## src/rtl/keypad_scan_debounce.sv

```systemverilog
// Matrix keypad front end: column strobing, row synchronisation, whole-frame debounce,
// and single-event press reporting with an encoded key index.
module keypad_scan_debounce #(
    parameter int ROWS            = 4,
    parameter int COLS            = 4,
    parameter int SCAN_DIV        = 100000,
    parameter int DEBOUNCE_FRAMES = 4,
    parameter int CODE_W          = 6
) (
    input  logic                   clk,
    input  logic                   rst_n,
    input  logic [ROWS-1:0]        row_n,
    output logic [COLS-1:0]        col_n,
    output logic [ROWS*COLS-1:0]   key_state,
    output logic                   key_valid,
    output logic [CODE_W-1:0]      key_code,
    output logic                   multi_key
);

    localparam int N  = ROWS * COLS;
    localparam int DW = (SCAN_DIV > 1) ? $clog2(SCAN_DIV) : 1;
    localparam int CW = (COLS > 1) ? $clog2(COLS) : 1;
    localparam int MW = (DEBOUNCE_FRAMES > 1) ? $clog2(DEBOUNCE_FRAMES) : 1;

    if ((2 ** CODE_W) < N) begin : g_code_w_check
        $error("keypad_scan_debounce: CODE_W too small for ROWS*COLS keys");
    end

    typedef enum logic [1:0] {IDLE, SCAN, FRAME_END} state_t;

    state_t            state_q, state_d;
    logic [ROWS-1:0]   sync1_q, sync2_q;
    logic [CW-1:0]     col_q, col_d;
    logic [DW-1:0]     dwell_q, dwell_d;
    logic [N-1:0]      frame_q, frame_d;
    logic [N-1:0]      prev_q, prev_d;
    logic [MW-1:0]     match_q, match_d;
    logic [N-1:0]      key_state_q, key_state_d;
    logic              key_valid_q, key_valid_d;
    logic [CODE_W-1:0] key_code_q, key_code_d;
    logic              multi_q, multi_d;

    logic [ROWS-1:0]   pressed;
    logic [N-1:0]      new_keys;
    logic              same_frame;
    logic              do_update;
    logic [7:0]        ones;

    assign pressed    = ~sync2_q;
    assign new_keys   = frame_q & ~key_state_q;
    assign same_frame = (frame_q == prev_q);
    assign do_update  = (DEBOUNCE_FRAMES == 1) ||
                        (same_frame && (match_q == MW'(DEBOUNCE_FRAMES - 1)));

    assign col_n     = (state_q == IDLE) ? '1 : ~(COLS'(1) << col_q);
    assign key_state = key_state_q;
    assign key_valid = key_valid_q;
    assign key_code  = key_code_q;
    assign multi_key = multi_q;

    always_ff @(posedge clk or negedge rst_n) begin
        if (!rst_n) begin
            state_q     <= IDLE;
            sync1_q     <= '1;
            sync2_q     <= '1;
            col_q       <= '0;
            dwell_q     <= '0;
            frame_q     <= '0;
            prev_q      <= '0;
            match_q     <= '0;
            key_state_q <= '0;
            key_valid_q <= 1'b0;
            key_code_q  <= '0;
            multi_q     <= 1'b0;
        end else begin
            state_q     <= state_d;
            sync1_q     <= row_n;
            sync2_q     <= sync1_q;
            col_q       <= col_d;
            dwell_q     <= dwell_d;
            frame_q     <= frame_d;
            prev_q      <= prev_d;
            match_q     <= match_d;
            key_state_q <= key_state_d;
            key_valid_q <= key_valid_d;
            key_code_q  <= key_code_d;
            multi_q     <= multi_d;
        end
    end

    always_comb begin
        ones = '0;
        for (int i = 0; i < N; i++) begin
            ones = ones + 8'(frame_q[i]);
        end
    end

    always_comb begin
        state_d     = state_q;
        col_d       = col_q;
        dwell_d     = dwell_q;
        frame_d     = frame_q;
        prev_d      = prev_q;
        match_d     = match_q;
        key_state_d = key_state_q;
        key_valid_d = 1'b0;
        key_code_d  = key_code_q;
        multi_d     = multi_q;

        case (state_q)
            IDLE: begin
                state_d = SCAN;
            end
            SCAN: begin
                if (dwell_q == DW'(SCAN_DIV - 1)) begin
                    dwell_d = '0;
                    for (int r = 0; r < ROWS; r++) begin
                        frame_d[r*COLS + int'(col_q)] = pressed[r];
                    end
                    if (col_q == CW'(COLS - 1)) begin
                        state_d = FRAME_END;
                    end else begin
                        col_d = col_q + 1'b1;
                    end
                end else begin
                    dwell_d = dwell_q + 1'b1;
                end
            end
            FRAME_END: begin
                state_d = SCAN;
                col_d   = '0;
                prev_d  = frame_q;
                if (same_frame) begin
                    if (match_q != MW'(DEBOUNCE_FRAMES - 1)) begin
                        match_d = match_q + 1'b1;
                    end
                end else begin
                    match_d = '0;
                end
                if (do_update) begin
                    key_state_d = frame_q;
                    multi_d     = (ones > 8'd1);
                    // Only the lowest newly pressed key is reported; others stay silent.
                    for (int i = N - 1; i >= 0; i--) begin
                        if (new_keys[i]) begin
                            key_valid_d = 1'b1;
                            key_code_d  = CODE_W'(i);
                        end
                    end
                end
            end
            default: begin
                state_d = IDLE;
            end
        endcase
    end

endmodule

```

## config.mk

```make
export PLATFORM = sky130hd
export DESIGN_NAME = keypad_scan_debounce
export DESIGN_NICKNAME = d
export VERILOG_FILES = /design/src/rtl/keypad_scan_debounce.sv
export SDC_FILE = /design/constraint.sdc
export NUM_CORES = 1
export LEC_CHECK = 0
export CAP_MARGIN = 10
export CORE_ASPECT_RATIO = 0.7
export CORE_UTILIZATION = 35
export DETAILED_ROUTE_END_ITERATION = 6
export GPL_ROUTABILITY_DRIVEN = 0
export PLACE_DENSITY = 0.5
export RECOVER_POWER = 50
export SYNTH_ARGS = -nofsm -noshare
export SYNTH_HDL_FRONTEND = slang
export SYNTH_SLANG_ARGS = --single-unit
```

## constraint.sdc

```tcl
create_clock -name clk -period 6.3 [get_ports clk]
set_input_delay 1.26 -clock clk [delete_from_list [all_inputs] [get_ports clk]]
set_output_delay 1.26 -clock clk [all_outputs]
set_load 0.1 [all_outputs]
```

==> summary.md, run 1 <==
| Metric | Value |
|---|---|
| Outcome | `completed` |
| FF+latch area | `roughly 0.0021 mm²` |
| Final instance area | `0.00502 mm²` |
| I/O pin total | `34` |
| Post-Synth XOR/XNOR Area | `6.22%` |
| Clk_lat worst skew | `0.34 ns` |
| Placed cell area | `roughly 0.0047 mm²` |
| Tmin final | `3.86 ns` |
| Starting Density | `a little over a third` |
| Adder-Cell Fraction of Synth Area | `8.00%` |
| Area occupied by multi-input gates | `approximately 0.0019 mm²` |
| Total CTS buffers | `9` |
| Worst r2r src | `frame_q[5]` |
| Clock root buffer | `clkbuf_16` |
| Global-route wire length before repair | `14700 µm` |
| Slew @ Worst Pin | `1.30 ns` |
| Reg2reg end | `multi_key` |
| Fin nets | `430` |
| DR iter-0 viols | `approximately 170` |
| Vias in the first global route | `2695` |
| N_diodes | `0` |
| Power density over the cells | `243 mW/mm²` |
| Post-CTS Setup Inserts | `0` |
| Max Root-Sink Buffers | `2` |
| Clock transition at path regs | `0.06 ns` |
| Drt pass-1 iters | `4` |
| Post-synth EDFFs | `0` |
| WL/cell | `15.6 µm` |
| Total number of vias | `~2700` |
| Total Power | `between 0.001 and 0.0015 W` |
| Post-synthesis sequential area ratio | `50.6%` |
| Clock sink count | `85` |
| Post-DP HPWL | `roughly 6400 µm` |
| Count of cell types in the netlist | `49` |
| Vias per inst | `approximately 4.8` |
| CTS tree | `done` |
| Synth Warn # | `0` |
| Largest cells by area after synthesis | `dfrtp_1 (46%), mux2_2 (9.9%), dfstp_2 (5.0%), fa_1 (4.7%), xor2_1 (4.1%)` |
| CP max FO | `6` |
| Core ar. | `0.0117 mm²` |
| Worst setup EP type | `register` |
| Die Y | `around 94 µm` |
| Setup_tns | `0 ns` |
| Fillcell total | `1123` |
| Endpoints failing setup | `0` |
| Largest family of logic cells by synthesized area | `simple AND/OR/NAND/NOR gates` |
| Critical Path Sink | `multi_key` |
| WP data required | `6.53 ns` |
| Simple-gate portion of the synthesized area | `between 10 and 15%` |
| Largest net degree at the start of global routing | `68` |
| Yosys reg bits | `85` |
| Max Cap Viol | `0` |
| Mux cell area share after synthesis | `9.86%` |
| Clock skew | `0.00891 ns` |
| Port buffer count | `31` |
| Worst reg2reg path depth | `11` |
| Hold Crit Class | `reg -> reg` |
| RSZ-0062 raised after global routing | `no` |
| # rows | `33` |
| # hold bufs at CTS | `0` |
| Final-report hold violation count | `0` |
| P&R area growth vs syn | `18.9%` |
| Final Util | `approximately 43%` |
| Rel. slew slack | `12.6%` |
| VDD IR max | `0.000141 V` |
| Die Wd | `133 µm` |
| Final period util | `61.2%` |
| DRT Wirelength | `8820 µm` |
| Layout cells sized above 1 | `17.4%` |
| FFs w/ async S/R, synth | `100%` |
| Reg2Reg Setup Slack | `2.44 ns` |
| Synth top area share | `45.6%` |
| Cell taking the most area after synthesis | `dfrtp_1` |
| Initial antenna violation count | `0` |
| Synth Area in Compound Gates | `around 7.3%` |
| Routed Antenna Nets | `0` |
| CTS H-tree lvls | `3` |
| Setup crit start kind | `register` |
| Worst Path Arrival | `4.08 ns` |
| Type of the worst setup path | `reg -> reg` |
| FMAX | `259 MHz` |
| Syn_area_per_cell | `11.5 µm²` |
| Cell count after synthesis | `roughly 370` |
| Predominant post-synthesis flop cell | `dfrtp_1` |
| Total global-route track usage | `between 10% and 20%` |
| Die area | `0.0125 mm²` |
| Cell Area, Synth | `~0.0042 mm²` |
| Worst Setup SP | `frame_q[5]` |
| Congestion Overflow GR | `0` |
| Post-CTS resize count | `0` |
| # DRC | `0` |
| Slew Viols, Final | `0` |
| Leakage | `2.35 nW` |
through the flow:
step / hold slack, ns / worst slack [ns] / std cells
after floorplan: 0.345 / 2.49 / 367
after global placement: 0.346 / 2.56 / 549
after detailed placement: 0.347 / 2.48 / 549
after CTS: 0.356 / 2.45 / 565
after global routing: 0.360 / 2.27 / 565
final: 0.355 / 2.44 / 565
critical path: stages, from the launching register on:
cell	delay, ns
dfrtp_1	0.44
inv_1	0.09
fa_1	0.58
fa_1	0.44
fa_1	0.49
fa_1	0.49
inv_1	0.04
ha_1	0.20
fa_1	0.45
nor3_1	0.19
nand2_1	0.07
mux2_2	0.26
state kept, by name, indices dropped and copies added, names as in the netlist:
signal     cells
sync1_q        4
sync2_q        4
multi_key      1
key_state     16
prev_q        16
frame_q       16
key_code       4
col_q          2
key_valid      1
match_q        2
dwell_q       17
state_q        2
placed cells by master (no fill, tap or decap), types with 3 or more instances in the layout:
| cell type | n |
|---|---|
| inv_1 | 33 |
| clkbuf_16 | 9 |
| ha_1 | 11 |
| nor4_1 | 6 |
| nor2b_1 | 6 |
| fa_1 | 10 |
| nand2_1 | 29 |
| nor2_1 | 12 |
| clkdlybuf4s50_1 | 26 |
| bufinv_16 | 4 |
| xor2_1 | 20 |
| a21o_2 | 3 |
| dlygate4sd3_1 | 4 |
| xnor2_1 | 10 |
| dfstp_2 | 8 |
| o21ai_0 | 28 |
| nand2b_1 | 14 |
| nand4_1 | 7 |
| nand3_1 | 10 |
| dfrtp_1 | 77 |
| nor3_1 | 7 |
| a21oi_1 | 3 |
| mux2_2 | 37 |
cell type report:
class | count | area share (%)
Multi-Input combinational cell | 242 | 37.6
Tap cell | 157 | 3.91
Clock buffer | 10 | 4.56
Sequential cell | 85 | 42.6
Timing Repair Buffer | 32 | 6.20
Clock inverter | 6 | 2.67
Inverter | 33 | 2.47
kinds of logic after synthesis:
| kind of cell | Yosys count |
|---|---|
| xor gates and xnor gates | 30 |
| and+or+nand+nor | 103 |
| muxes | 37 |
| adders and majority gates | 21 |
| AOI/OAI and AO/OA | 49 |
| other | 1 |
| DFF | 85 |
| buffers and inverters | 40 |
layer usage:
| layer | track usage (%) | share of wire (%) |
|---|---|---|
| met1 | 23.9 | 55 |
| met2 | 21.5 | 39 |
| met3 | 4.80 | 4.7 |
| met4 | 4.55 | 1.2 |
| met5 | 0 | 0 |
cells in the mapped netlist, drive strengths merged (6+ instances only):
master	instances
o21ai	28
nor4	6
nor3	7
xnor2	10
nor2	13
nand2	29
ha	11
fa	10
nand4	7
dfrtp	77
nand3	10
xor2	20
nand2b	14
mux2	37
inv	33
dfstp	8
nor2b	6
worst min path at each step:
stage,from,end,slack (ns),depth (start not counted)
floorplan,sync1_q[0],sync2_q[0],0.35,0
global placement,sync1_q[0],sync2_q[0],0.35,0
detailed placement,sync1_q[0],sync2_q[0],0.35,0
CTS,sync1_q[0],sync2_q[0],0.36,0
global route,sync1_q[0],sync2_q[0],0.36,0
finish,sync1_q[0],sync2_q[0],0.36,0
report_power, final:
part	leakage (nW)	total, W	switching, W	internal, W
Sequential	1.15	0.000552	0.00000192	0.000551
Combinational	1.03	0.0000182	0.0000161	0.00000214
Clock	0.177	0.000648	0.000219	0.000428
(Power assumes the default switching activity.)
==> inputs of run 2 (changes only) <==
==> constraint.sdc (replaced) <==
create_clock -name clk -period 3.6 [get_ports clk]
set_input_delay 0.72 -clock clk [delete_from_list [all_inputs] [get_ports clk]]
set_output_delay 0.72 -clock clk [all_outputs]
set_load 0.1 [all_outputs]
==> summary.md, run 2 (synthesized netlist as in run 1, its figures left out) <==
| Metric | Value |
|---|---|
| Die Wd | `133 µm` |
| VDD IR max | `0.000290 V` |
| I/O pin total | `34` |
| Max reg flops | `17` |
| Final Util | `43.6%` |
| Setup crit start kind | `register` |
| RSZ-0062 raised after global routing | `yes` |
| CP max FO | `2` |
| WP data required | `3.82 ns` |
| Power density over the cells | `375 mW/mm²` |
| DR iter-0 viols | `122` |
| Final period util | `99.5%` |
| Final instance area | `0.00511 mm²` |
| Clock transition at path regs | `approximately 0.060 ns` |
| Largest Register | `dwell_q` |
| # hold bufs at CTS | `0` |
| Die area | `between 0.01 and 0.015 mm²` |
| DP Worst Slack | `-0.0418 ns` |
| Starting Density | `36.0%` |
| Post-CTS Setup Inserts | `0` |
| Type of the worst setup path | `reg -> reg` |
| Hold Crit Class | `reg -> reg` |
| # DRC | `0` |
| Global-route wire length before repair | `15100 µm` |
| WL/cell | `15.6 µm` |
| Vias per inst | `4.72` |
| Drt pass-1 iters | `4` |
| Worst reg2reg path depth | `11` |
| Leakage | `2.44 nW` |
| Tmin final | `3.58 ns` |
| Final-report hold violation count | `0` |
| Reg2Reg Setup Slack | `0.02 ns` |
| Largest net degree at the start of global routing | `37` |
| Port buffer count | `31` |
| Hold EP | `sync2_q[1]` |
| Core ar. | `0.0117 mm²` |
| Clock skew | `0.00619 ns` |
| Placed Cells | `567` |
| Clock sink count | `85` |
| Vias in the first global route | `2680` |
| Commonest non-fill, non-tap cells in the layout | `dfrtp_1 (77), mux2_2 (36), inv_1 (30)` |
| P&R area growth vs syn | `21.0%` |
| Layout cells sized above 1 | `23.5%` |
| Non-Filler Instances | `583` |
| Failing checks | `max-capacitance violations, max-slew violations` |
| Worst setup EP type | `register` |
| Hold depth | `0` |
| Worst r2r src | `frame_q[5]` |
| FMAX | `between 200 and 300 MHz` |
| # rows | `33` |
| Commonest non-fill, non-tap cell in the layout | `dfrtp_1` |
| Endpoints failing setup | `0` |
| Max Cap Viol | `1` |
| CTS tree | `done` |
| Max Root-Sink Buffers | `2` |
| Total number of vias | `2753` |
| CTS H-tree lvls | `3` |
| Hold path start | `sync1_q[1]` |
| Total global-route track usage | `16.6%` |
| DRT Wirelength | `roughly 9100 µm` |
| Total CTS buffers | `9` |
| Congestion Overflow GR | `0` |
| Fin nets | `448` |
| Routed Antenna Nets | `0` |
| Fillcell total | `roughly 1100` |
| Clk_lat worst skew | `0.33 ns` |
| N_diodes | `0` |
| Reg2reg end | `multi_key` |
| Placed cell area | `0.00481 mm²` |
| Final setup margin | `0.0168 ns` |
| Post-DP HPWL | `6800 µm` |
| Rel. slew slack | `-34.6%` |
| Initial antenna violation count | `0` |
| Outcome | `finished, violations left` |
| Worst Path Arrival | `3.80 ns` |
| Slew Viols, Final | `37` |
| Clock root buffer | `clkbuf_16` |
| Die Y | `between 90 and 100 µm` |
| Slew @ Worst Pin | `2.02 ns` |
## run 2: cell types whose count changed in the layout (fill, tap and decap cells not counted), moves of 2 or more
cell	delta
buf_4	+20
bufinv_16	-4
clkbuf_2	+2
clkbuf_8	+5
clkdlybuf4s50_1	-4
inv_1	-3
inv_2	+3
## run 2: area by class of cell
type                       count  area, µm²  area share, %
clock buffer                  16        302           5.90
inverter                      33        124           2.42
multi-input combinational    242       1920           37.6
sequential                    85       2140           41.8
tap                          157        196           3.84
timing repair buffer          50        432           8.44
## run 2: worst max path at each step
stage | slack (ns) | cells past startpoint | to | from
6_report | 0.02 | 11 | multi_key | frame_q[5]
5_1_grt | -0.10 | 11 | multi_key | frame_q[5]
4_1_cts | -0.01 | 11 | multi_key | frame_q[3]
3_5_place_dp | -0.04 | 11 | multi_key | frame_q[13]
3_3_place_gp | 0.04 | 11 | multi_key | frame_q[13]
2_1_floorplan | 0.02 | 11 | multi_key | frame_q[13]
## run 2: critical path: stages, from the launching register on
cell and delay (ns):
dfrtp_1 0.35, inv_2 0.04, fa_1 0.56, fa_1 0.44, fa_1 0.48, fa_1 0.49, inv_1 0.04, ha_2 0.17
fa_1 0.44, nor3_2 0.11, nand2_1 0.08, mux2_4 0.26
## run 2: repair_timing
item | 4_1_cts | 5_1_grt
gates resized for setup | 2 | 4
pin swaps | 3 | 2
setup endpoints to repair | 1 | 1
## run 2: metal layers
layer  up-vias  wire length [µm]  part of all wire (%)  global-route usage (%)
met5         -                 0                     0                       0
met4         0               123                   1.4                    5.40
met3         8               375                   4.1                    4.26
met2        44              3490                    38                    21.7
met1      1347              5080                    56                    25.8
li1       1354                 -                     -                       -
## run 2: through the flow
| stage | hold slack [ns] | setup TNS [ns] | power (W) |
|---|---|---|---|
| after floorplan | 0.345 | 0 | 0.000993 |
| after global placement | 0.346 | 0 | 0.00102 |
| after detailed placement | 0.347 | -0.0418 | 0.00102 |
| after CTS | 0.356 | -0.0128 | 0.00195 |
| after global routing | 0.362 | -0.100 | 0.00199 |
| final | 0.355 | 0 | 0.00192 |
## run 2: power breakdown
group | switching (W) | leakage (nW) | total, W | internal (W)
Clock | 0.000357 | 0.149 | 0.000920 | 0.000563
Combinational | 0.0000284 | 1.15 | 0.0000322 | 0.00000381
Sequential | 0.00000310 | 1.15 | 0.000967 | 0.000964
==> inputs of run 3 (changes only) <==
--- a/config.mk
+++ b/config.mk
@@ -7,10 +7,10 @@
 export LEC_CHECK = 0
 export CAP_MARGIN = 10
 export CORE_ASPECT_RATIO = 0.7
-export CORE_UTILIZATION = 35
+export CORE_UTILIZATION = 50
 export DETAILED_ROUTE_END_ITERATION = 6
 export GPL_ROUTABILITY_DRIVEN = 0
-export PLACE_DENSITY = 0.5
+export PLACE_DENSITY = 0.67
 export RECOVER_POWER = 50
 export SYNTH_ARGS = -nofsm -noshare
 export SYNTH_HDL_FRONTEND = slang
==> constraint.sdc (replaced) <==
create_clock -name clk -period 4.1 [get_ports clk]
set_input_delay 0.82 -clock clk [delete_from_list [all_inputs] [get_ports clk]]
set_output_delay 0.82 -clock clk [all_outputs]
set_load 0.1 [all_outputs]
==> summary.md, run 3 (synthesized netlist as in run 1, its figures left out) <==
| Metric | Value |
|---|---|
| CP max FO | `6` |
| RSZ-0062 raised after global routing | `no` |
| Outcome | `finished, violations left` |
| N_diodes | `0` |
| P&R area growth vs syn | `17.4%` |
| Largest net degree at the start of global routing | `between 70 and 80` |
| Worst r2r src | `frame_q[5]` |
| Clock root buffer | `clkbuf_16` |
| Largest Register | `dwell_q` |
| Worst Path Arrival | `4.10 ns` |
| Total CTS buffers | `9` |
| Hold Slack | `0.356 ns` |
| Fin nets | `435` |
| Type of the worst setup path | `reg -> reg` |
| Clock sink count | `85` |
| Max Cap Viol | `1` |
| Drt pass-1 iters | `6` |
| Clock transition at path regs | `0.06 ns` |
| Clk_lat worst skew | `between 0.3 and 0.4 ns` |
| Core ar. | `between 0.008 and 0.009 mm²` |
| Worst reg2reg path depth | `11` |
| WL/cell | `16.5 µm` |
| Placed cell area | `around 0.0047 mm²` |
| Worst setup EP type | `register` |
| Hold depth | `0` |
| CTS tree | `done` |
| Fillcell total | `640` |
| Reg power frac | `49.0%` |
| Routed Antenna Nets | `0` |
| Slew @ Worst Pin | `1.70 ns` |
| Post-CTS resize count | `0` |
| Die Y | `78.9 µm` |
| Commonest non-fill, non-tap cell in the layout | `dfrtp_1` |
| # rows | `27` |
| Tmin final | `3.88 ns` |
| Clk network pwr share | `49.4%` |
| WP data required | `roughly 4.3 ns` |
| Max Root-Sink Buffers | `2` |
| Die Wd | `112 µm` |
| Post-CTS Setup Inserts | `0` |
| CTS H-tree lvls | `3` |
| Leakage | `around 2.4 nW` |
| Final period util | `94.7%` |
| Failing checks | `design-rule violations, max-capacitance violations, max-slew violations` |
| Slew Viols, Final | `about 70` |
| Pint | `0.00139 W` |
| # hold bufs at CTS | `0` |
| NetSw | `0.000348 W` |
| Global-route wire length before repair | `roughly 14000 µm` |
| Setup crit start kind | `register` |
| Endpoints failing setup | `0` |
| Setup_tns | `0 ns` |
| Hold EP | `sync2_q[1]` |
| Comb power frac | `roughly 1.6%` |
| Net Sw Frac | `20.1%` |
| Starting Density | `52.8%` |
| # DRC | `7` |
| Total global-route track usage | `21.7%` |
| Reg2Reg Setup Slack | `0.22 ns` |
| Clock skew | `0.00534 ns` |
| Final-report hold violation count | `0` |
| Vias per inst | `5.31` |
| Port buffer count | `31` |
| Total number of vias | `around 2700` |
| Commonest non-fill, non-tap cells in the layout | `dfrtp_1 (77), mux2_2 (37), inv_1 (33)` |
| Initial antenna violation count | `0` |
| Reg2reg end | `multi_key` |
| Post-DP HPWL | `6350 µm` |
| DR iter-0 viols | `between 100 and 150` |
| Worst Setup SP | `frame_q[5]` |
| Hold Crit Class | `reg -> reg` |
| VDD IR max | `0.000249 V` |
| Congestion Overflow GR | `0` |
| Die area | `~0.009 mm²` |
| I/O pin total | `34` |
| Max reg flops | `17` |
| FMAX | `between 200 and 300 MHz` |
| Power density over the cells | `350 mW/mm²` |
| Layout cells sized above 1 | `18.6%` |
| Vias in the first global route | `2776` |
| Hold path start | `sync1_q[1]` |
| DRT Wirelength | `8500 µm` |
| Final instance area | `0.00496 mm²` |
| Rel. slew slack | `-13.6%` |
## run 3: cell count changes in the layout (fill, tap and decap cells not counted), moves of 2 or more
cell,before,now
buf_4,21,4
clkbuf_8,5,0
clkdlybuf4s50_1,22,26
inv_1,30,33
inv_2,3,0
bufinv_16,0,2
clkinvlp_4,0,2
## run 3: final cells by class
class                           instances  area, µm²  share of cell area [%]
Tap cell                              101        126                    2.55
Clock buffer                           11        233                    4.69
Sequential cell                        85       2140                    43.1
Inverter                               33        124                    2.50
Multi-Input combinational cell        242       1910                    38.5
Timing Repair Buffer                   37        343                    6.92
Clock inverter                          5       83.8                    1.69
## run 3: metrics by stage
stage                     util, %  setup WS (ns)  std cells  power [W]
after floorplan                 -          0.449        367   0.000872
after global placement       58.1          0.376        498   0.000894
after detailed placement     58.1          0.248        498   0.000894
after CTS                    62.0          0.221        514    0.00176
after global routing         61.9         0.0135        514    0.00179
final                        61.9          0.218        514    0.00173
## run 3: routing by layer
metal | vias up | GRT usage [%] | part of all wire (%)
met2 | 39 | 32.2 | 43
li1 | 1326 | - | -
met3 | 9 | 5.57 | 3.7
met5 | - | 0 | 0
met1 | 1355 | 31.9 | 53
met4 | 0 | 4.86 | 0.80
## run 3: worst max-delay path by stage
stage                      endpoint  slack (ns)  depth (start not counted)
after floorplan           multi_key        0.45                         11
after global placement    multi_key        0.38                         11
after detailed placement  multi_key        0.25                         11
after CTS                 multi_key        0.22                         11
after global routing      multi_key        0.01                         11
final                     multi_key        0.22                         11
## run 3: critical path, stage by stage (launching register included)
cell     delay, ns
dfrtp_1       0.43
inv_1         0.09
fa_1          0.60
fa_1          0.45
fa_1          0.49
fa_1          0.49
inv_1         0.04
ha_1          0.20
fa_1          0.44
nor3_1        0.20
nand2_1       0.08
mux2_2        0.26
## run 3: power groups by stage
stage | Sequential [W] | Combinational, W | Clock [W]
after floorplan | 0.000863 | 0.00000941 | 0
after global placement | 0.000864 | 0.0000299 | 0
after detailed placement | 0.000864 | 0.0000300 | 0
after CTS | 0.000849 | 0.0000299 | 0.000879
after global routing | 0.000849 | 0.0000311 | 0.000913
final | 0.000849 | 0.0000270 | 0.000857
